<file path="config.mk">
export PLATFORM = sky130hd
export DESIGN_NAME = serial_adder_ctrl_flat
export DESIGN_NICKNAME = d
export VERILOG_FILES = /design/src/rtl/serial_adder_ctrl_if.sv /design/src/rtl/serial_adder_ctrl.sv /design/src/flat_wrapper.sv
export SDC_FILE = /design/constraint.sdc
export NUM_CORES = 1
export LEC_CHECK = 0
export CAP_MARGIN = 20
export CORE_UTILIZATION = 40
export DETAILED_ROUTE_END_ITERATION = 10
export GPL_TIMING_DRIVEN = 0
export PLACE_DENSITY = 0.73
export REMOVE_ABC_BUFFERS = 1
export SYNTH_ARGS = -nofsm -noshare
export SYNTH_HDL_FRONTEND = slang
export SYNTH_SLANG_ARGS = --single-unit
</file>
<file path="constraint.sdc">
create_clock -name clk -period 2.4 [get_ports clk]
set_input_delay 0.48 -clock clk [delete_from_list [all_inputs] [get_ports clk]]
set_output_delay 0.48 -clock clk [all_outputs]
set_load 0.02 [all_outputs]
</file>
<file path="src/rtl/serial_adder_ctrl_if.sv">
`default_nettype none
// ============================================================================
// Module      : serial_adder_ctrl_if
// Description : Handshake and operand/result bundle for serial_adder_ctrl.
//               master drives start/a/b/cin and observes busy/done/sum/cout
//               (and ovf when SERIAL_ADDER_OVF_EN is defined); slave is the
//               adder controller.
// Ports       : start, a[WIDTH], b[WIDTH], cin   (master -> slave)
//               busy, done, sum[WIDTH], cout, ovf (slave -> master)
// Config      : SERIAL_ADDER_OVF_EN adds the ovf signal.
// Revision    : 1.0 - initial release
// ============================================================================
interface serial_adder_ctrl_if #(
    parameter int WIDTH = 8
);
    logic             start;
    logic [WIDTH-1:0] a;
    logic [WIDTH-1:0] b;
    logic             cin;
    logic             busy;
    logic             done;
    logic [WIDTH-1:0] sum;
    logic             cout;
`ifdef SERIAL_ADDER_OVF_EN
    logic             ovf;

    modport master (output start, a, b, cin,
                    input  busy, done, sum, cout, ovf);
    modport slave  (input  start, a, b, cin,
                    output busy, done, sum, cout, ovf);
`else
    modport master (output start, a, b, cin,
                    input  busy, done, sum, cout);
    modport slave  (input  start, a, b, cin,
                    output busy, done, sum, cout);
`endif
endinterface
`default_nettype wire

</file>
<file path="src/rtl/serial_adder_ctrl.sv">
`default_nettype none
// ============================================================================
// Module      : serial_adder_ctrl (with leaf FullAdder1bit_Behavioral)
// Description : Bit-serial adder. One 1-bit full adder is stepped LSB first,
//               one bit per clock, over two WIDTH-bit operands. The result
//               appears WIDTH cycles after the accepting edge with a
//               one-cycle done pulse; sum/cout/ovf only change at completion.
// Ports       : clk   - rising-edge clock
//               rst_n - asynchronous active-low reset
//               bus   - serial_adder_ctrl_if.slave (start/a/b/cin in,
//                       busy/done/sum/cout[/ovf] out)
// Parameters  : WIDTH - operand/result width, 2..32; must match the
//               interface instance.
// Config      : SERIAL_ADDER_OVF_EN - adds the signed overflow register.
// Revision    : 1.0 - initial release
// ============================================================================

module FullAdder1bit_Behavioral (
    input  logic a,
    input  logic b,
    input  logic cin,
    output logic sum,
    output logic cout
);
    assign sum  = a ^ b ^ cin;
    assign cout = (a & b) | (cin & (a ^ b));
endmodule

module serial_adder_ctrl #(
    parameter int WIDTH = 8
) (
    input  logic                clk,
    input  logic                rst_n,
    serial_adder_ctrl_if.slave  bus
);
    localparam int             CNT_W  = $clog2(WIDTH);
    localparam logic [CNT_W-1:0] C_LAST = CNT_W'(WIDTH - 1);

    typedef enum logic [1:0] {
        S_IDLE = 2'd0,
        S_RUN  = 2'd1,
        S_DONE = 2'd2
    } state_t;

    state_t             r_state;
    state_t             w_state_next;
    logic               w_load;
    logic               w_last;

    logic [WIDTH-1:0]   r_a_sh;
    logic [WIDTH-1:0]   r_b_sh;
    // Only WIDTH-1 partial sums need storing; the final bit arrives straight
    // from the adder on the completion edge.
    logic [WIDTH-2:0]   r_res_sh;
    logic               r_carry;
    logic [CNT_W-1:0]   r_cnt;
    logic [WIDTH-1:0]   r_sum;
    logic               r_cout;

    logic               w_fa_sum;
    logic               w_fa_cout;
    logic [WIDTH-1:0]   w_res_next;

    FullAdder1bit_Behavioral u_fa (
        .a    (r_a_sh[0]),
        .b    (r_b_sh[0]),
        .cin  (r_carry),
        .sum  (w_fa_sum),
        .cout (w_fa_cout)
    );

    assign w_res_next = {w_fa_sum, r_res_sh};
    assign w_last     = (r_state == S_RUN) && (r_cnt == C_LAST);

    // ---------------- state register ----------------
    always_ff @(posedge clk or negedge rst_n) begin
        if (!rst_n) begin
            r_state <= S_IDLE;
        end else begin
            r_state <= w_state_next;
        end
    end

    // ---------------- next state / load decode ----------------
    always_comb begin
        w_state_next = r_state;
        w_load       = 1'b0;
        case (r_state)
            S_IDLE: begin
                if (bus.start) begin
                    w_load       = 1'b1;
                    w_state_next = S_RUN;
                end
            end
            S_RUN: begin
                if (r_cnt == C_LAST) begin
                    w_state_next = S_DONE;
                end
            end
            S_DONE: begin
                // DONE doubles as an accept slot so back-to-back requests
                // cost only one extra cycle.
                if (bus.start) begin
                    w_load       = 1'b1;
                    w_state_next = S_RUN;
                end else begin
                    w_state_next = S_IDLE;
                end
            end
            default: begin
                w_state_next = S_IDLE;
            end
        endcase
    end

    // ---------------- datapath ----------------
    always_ff @(posedge clk or negedge rst_n) begin
        if (!rst_n) begin
            r_a_sh   <= '0;
            r_b_sh   <= '0;
            r_res_sh <= '0;
            r_carry  <= 1'b0;
            r_cnt    <= '0;
            r_sum    <= '0;
            r_cout   <= 1'b0;
        end else begin
            if (w_load) begin
                r_a_sh  <= bus.a;
                r_b_sh  <= bus.b;
                r_carry <= bus.cin;
                r_cnt   <= '0;
            end else if (r_state == S_RUN) begin
                r_a_sh   <= {1'b0, r_a_sh[WIDTH-1:1]};
                r_b_sh   <= {1'b0, r_b_sh[WIDTH-1:1]};
                r_res_sh <= w_res_next[WIDTH-1:1];
                r_carry  <= w_fa_cout;
                // Hold on the last bit so the counter never wraps.
                if (!w_last) begin
                    r_cnt <= r_cnt + CNT_W'(1);
                end
            end

            if (w_last) begin
                r_sum  <= w_res_next;
                r_cout <= w_fa_cout;
            end
        end
    end

`ifdef SERIAL_ADDER_OVF_EN
    logic r_ovf;

    // Signed overflow: carry into the MSB differs from carry out of it.
    always_ff @(posedge clk or negedge rst_n) begin
        if (!rst_n) begin
            r_ovf <= 1'b0;
        end else if (w_last) begin
            r_ovf <= r_carry ^ w_fa_cout;
        end
    end

    assign bus.ovf = r_ovf;
`endif

    assign bus.busy = (r_state == S_RUN);
    assign bus.done = (r_state == S_DONE);
    assign bus.sum  = r_sum;
    assign bus.cout = r_cout;

endmodule
`default_nettype wire

</file>
<file path="src/flat_wrapper.sv">
// flat-port wrapper written by rule: the top's interface ports become plain ports
module serial_adder_ctrl_flat 
#(
    parameter int WIDTH = 8
)
  (clk, rst_n, bus_start, bus_a, bus_b, bus_cin, bus_busy, bus_done, bus_sum, bus_cout);
  serial_adder_ctrl_if #(.WIDTH(WIDTH)) bus_i ();
  input  logic clk;
  input  logic rst_n;
  input wire logic [$bits(bus_i.start)-1:0] bus_start;
  input wire logic [$bits(bus_i.a)-1:0] bus_a;
  input wire logic [$bits(bus_i.b)-1:0] bus_b;
  input wire logic [$bits(bus_i.cin)-1:0] bus_cin;
  output wire logic [$bits(bus_i.busy)-1:0] bus_busy;
  output wire logic [$bits(bus_i.done)-1:0] bus_done;
  output wire logic [$bits(bus_i.sum)-1:0] bus_sum;
  output wire logic [$bits(bus_i.cout)-1:0] bus_cout;
  assign bus_i.start = bus_start;
  assign bus_i.a = bus_a;
  assign bus_i.b = bus_b;
  assign bus_i.cin = bus_cin;
  assign bus_busy = bus_i.busy;
  assign bus_done = bus_i.done;
  assign bus_sum = bus_i.sum;
  assign bus_cout = bus_i.cout;
  serial_adder_ctrl #(.WIDTH(WIDTH)) u_core (.clk(clk), .rst_n(rst_n), .bus(bus_i));
endmodule
</file>
# Yosys cells after proc, flatten, opt, wreduce, memory -nomap -nowiden
# Index checks and enable logic that the tools add are counted.
# word_totals
ff_bits,38
output_inout_bits,11
# classes
add_sub_neg,1
eq_ne,6
n_reduce_logical,7
mux,15
bitwise_logic,6
# op_table
operator,count
$mux W8,4
$mux W3,3
$pmux W2 S3,1
$reduce_and A2 Y1,3
$mux W1,5
$mux W2,2
$ne A2 B1 Y1 const B,2
$add A3 B1 Y3 const B,1
$eq A3 B3 Y1 const B,1
$and A1 B1 Y1,2
$eq A2 B1 Y1 const B,1
$eq A2 B2 Y1 const B,1
$logic_not A2 Y1,1
$ne A2 B2 Y1 const B,1
$reduce_bool A2 Y1,1
$reduce_or A2 Y1,1
$xor A1 B1 Y1,2
$logic_and A1 B1 Y1,1
$not A1 Y1,1
$or A1 B1 Y1,1

# Logic depth before layout (Yosys ltp)
# depth
word_depth,5
depth_mapped,5

# By module
# A second synthesis with hierarchy kept.
# hier_totals
hier_cells,135
area_unflattened_um2,1901.8
# by_module_without_submodules
module,n_inst,area_each_um2,cells_per_inst,seq_area_each_um2
serial_adder_ctrl,1,1881.8,134,950.9
FullAdder1bit_Behavioral,1,20.0,1,0.0

# Least setup slack after synthesis
# No wires, ideal clock.
# synth_path
path_type,register -> output
startpoint,register u_core.r_state[1]
endpoint,output bus_done
path_slack_ns,0.883
path_buffers,2
stages_incl_launch_ff,4
arrival_ns,1.037
required_time_ns,1.920
cell_sequence,dfrtp_1 buf_6 buf_2 nor2b_1
# synth_between
elab_chain_len,1
# synth_rtl
element,line,source
start: declaration,serial_adder_ctrl.sv:45,state_t r_state;
start signal: assignment,serial_adder_ctrl.sv:80,r_state <= w_state_next;
$eq A2 B2 Y1,serial_adder_ctrl.sv:166,assign bus.done = (r_state == S_DONE);
end: declaration,flat_wrapper.sv:15,output wire logic [$bits(bus_i.done)-1:0] bus_done;
# No other way between the ends.

# Worst setup path after layout
# layout_path
startpoint,register u_core.r_state[0]
endpoint,output bus_done
# The elaborated chain is that of the path after synthesis.

==> flow_metrics.env <==
export IMPL_outcome="finished clean"
export IMPL_place_congestion=0.739
export IMPL_port_buffer_count=30
export IMPL_tightestPinTransition_ns=0.870
export IMPL_grt_pass1_vias=1182
export IMPL_area_delta_synth_final_pct=23.6
export IMPL_dr_pass1_iters=4
export IMPL_layout_drive_gt1_share_pct=12.6
export IMPL_wirelength_mm=3.18
export IMPL_muxShareOfSynthArea_pct=14.7
export IMPL_die_area_um2=4780
export IMPL_reg2reg_slack_ns=0.79
export IMPL_fmax_mhz=461
export IMPL_async_flop_share_pct=100
export IMPL_syn_cell_area_um2=1800
export IMPL_crit_type="reg2out"
export IMPL_finalNetCount=213
export IMPL_yosys_area_share_simple_pct=14.2
export IMPL_synth_commonest_cells="dfrtp_1 (38), nand2_1 (24), a21oi_1 (15), mux2i_1 (13), nor2b_1 (11)"
export IMPL_intPower_w=0.00183
export IMPL_drtAntennaViolNets=0
export IMPL_regArea_um2=958
export IMPL_io_pins=31
export IMPL_drv_cap=0
export IMPL_drt_wirelength_per_cell_um=13.1
export IMPL_ys_types=26
export IMPL_setup_violations_final=0
export IMPL_crit_start="u_core.r_state[0]$_DFFE_PN0P_"
export IMPL_slew_violations=0
export IMPL_r2r_worst_path_cells=5
export IMPL_rsz0062_at_grt="no"
export IMPL_synth_edff_count=0
export IMPL_cp_start_kind="flop"
export IMPL_fin_crit_sh_pct=90.4
export IMPL_multiInputGateArea_um2=769
export IMPL_via_count=1224
export IMPL_crit_reg2reg_launch="u_core.r_cnt[0]$_DFFE_PN0P_"
export IMPL_drc=0
export IMPL_synthCells=162
export IMPL_cts_path_max_buffers=2
export IMPL_cts_sink_count=38
export IMPL_synth_compound_area_share_pct=11.2
export IMPL_rows=24
export IMPL_ctsRootBufferMaster="clkbuf_8"
export IMPL_synthTopCellsByArea="dfrtp_1 (53%), mux2_4 (7.5%), mux2i_1 (7.2%), nand2_1 (5.0%), a211oi_1 (4.2%)"
export IMPL_wl_met2_mm=1.35
export IMPL_finalClockSkew_ns=0.00508
export IMPL_track_usage_pct=15.1
export IMPL_clkPwrFrac_pct=18.9
export IMPL_synth_top_family_by_area="multiplexers"
export IMPL_synth_top_area_share_pct=52.8
export IMPL_cts_buffers=5
export IMPL_synthFlopType="dfrtp_1"
export IMPL_fillers=392
export IMPL_hp_class="in2async"
export IMPL_crit_fanout=35
export IMPL_arrival_ns=1.69
export IMPL_core_area_um2=4350
export IMPL_grt_max_degree=39
export IMPL_clk_pin_slew_ns=0.08
export IMPL_drt_met1_wl_mm=1.66
export IMPL_switching_share_pct=35.3
export IMPL_vias_per_cell=5.04
export IMPL_drtIter0Drc=58
export IMPL_pwr_share_comb_pct=38.3
export IMPL_die_width_um=69.1
export IMPL_ir_worst_vdd_uv=413
export IMPL_fin_area_um2=2230
export IMPL_cts_hold_buf=0
export IMPL_syn_area_per_cell_um2=11.1
export IMPL_synth_seq_area_share_pct=52.8
export IMPL_dp_hpwl_mm=2.12
export IMPL_finalHoldViolCount=0
export IMPL_top_layer="met4"
export IMPL_grt_pass1_wl_mm=5.73
export IMPL_finalCriticalPeriod_ns=2.17
export IMPL_synthXorXnorAreaFrac_pct=0
export IMPL_yosysMostFrequentCell="dfrtp_1"
export IMPL_clkLatencyLatePin_ns=0.29
export IMPL_start_util_pct=41.4
export IMPL_crit_required_ns=1.92
export IMPL_antenna_found_initial=0
export IMPL_die_h_um=69.1
export IMPL_wl_met3_um=106
export IMPL_place_area_um2=2110
export IMPL_p_sw_w=0.000996
export IMPL_htree_num_levels=2
export IMPL_yosys_register_bits=38
export IMPL_total_power_w=0.00282
export IMPL_endpoint_kind="output pin"
export IMPL_cts_tree="yes"
export IMPL_synth_adder_area_share_pct=2.50
export IMPL_pwr_density_cell_nw_per_um2=1270
export IMPL_power_leakage_nw=1.01
export IMPL_diodes=0
export IMPL_grt_overflow=0
export IMPL_pwr_share_seq_pct=42.8
export IMPL_relSlewSlack_pct=41.8
export IMPL_r2r_end="u_core.r_cnt[0]$_DFFE_PN0P_"
export IMPL_synth_largest_area_cell="dfrtp_1"
export IMPL_yosys_warnings=0
## power by group through the flow
stage	Sequential, W	Clock [W]	Combinational, W
global route	0.00126	0.000569	0.00121
CTS	0.00121	0.000545	0.00110
detailed placement	0.00121	0	0.00111
finish	0.00121	0.000534	0.00108
global placement	0.00120	0	0.00107
floorplan	0.00124	0	0.000693
## layer usage
metal | track usage, % | vias to the layer above
met5 | 0 | -
met4 | 6.12 | 0
met3 | 4.09 | 5
met2 | 21.6 | 19
met1 | 21.8 | 583
li1 | - | 617
## flip-flops by register name (all words and copies together) (netlist names)
signal           count
u_core.bus.cout      1
u_core.bus.sum       8
u_core.r_a_sh        8
u_core.r_b_sh        8
u_core.r_carry       1
u_core.r_cnt         3
u_core.r_res_sh      7
u_core.r_state       2
## cells by family after synthesis
group | after synthesis
compound gates | 33
fa+ha+maj | 3
buf+inv | 16
flops | 38
mux | 22
simple gates | 50
## how the worst max path moves through the flow
stage                                  endpoint  slack, ns  cells past startpoint
floorplan           u_core.bus.cout$_DFFE_PN0P_       0.70                      4
global placement                       bus_busy      -0.17                      3
detailed placement                     bus_busy      -0.16                      3
CTS                                    bus_done       0.21                      2
global route                           bus_done       0.13                      2
finish                                 bus_done       0.23                      2
## area by class of cell
cell class              count  area share [%]
inverters                   7            1.40
flip-flops and latches     38            43.0
well taps                  52            2.92
clock buffers               5            3.09
multi-input cells         108            34.6
clock inverters             3            1.80
repair buffers             30            13.2
## cell usage in the layout, fill, tap and decap left out, drive strengths merged, types with 3 or more instances in the layout
master / instances
dfrtp: 38
clkdlybuf4s50: 28
nand2: 25
a21oi: 15
mux2i: 13
nor2b: 11
a211oi: 10
mux2: 9
nand3: 8
inv: 6
clkbuf: 5
o22ai: 4
nor2: 3
clkinv: 3
## timing repair
action	CTS	global route
endpoints found under the setup margin	2	0
gates resized for setup	5	0
buffers inserted	0	0
## critical path, stage by stage, from the launching register on
cell             delay, ns
dfrtp_4               0.63
nor2b_1               0.16
clkdlybuf4s50_1       0.61
## metrics by stage
| stage | instances | setup TNS, ns | hold slack [ns] | setup slack (ns) | util, % |
|---|---|---|---|---|---|
| 6_report | 243 | 0 | 0.277 | 0.231 | 51.1 |
| 5_1_grt | 243 | 0 | 0.343 | 0.131 | 51.1 |
| 4_1_cts | 243 | 0 | 0.308 | 0.214 | 51.1 |
| 3_5_place_dp | 235 | -0.206 | 0.474 | -0.158 | 48.5 |
| 3_3_place_gp | 235 | -2.42 | 0.460 | -0.173 | 48.6 |
| 2_1_floorplan | 153 | 0 | 0.184 | 0.696 | - |
No activity file was read; power rests on OpenSTA's default activity.
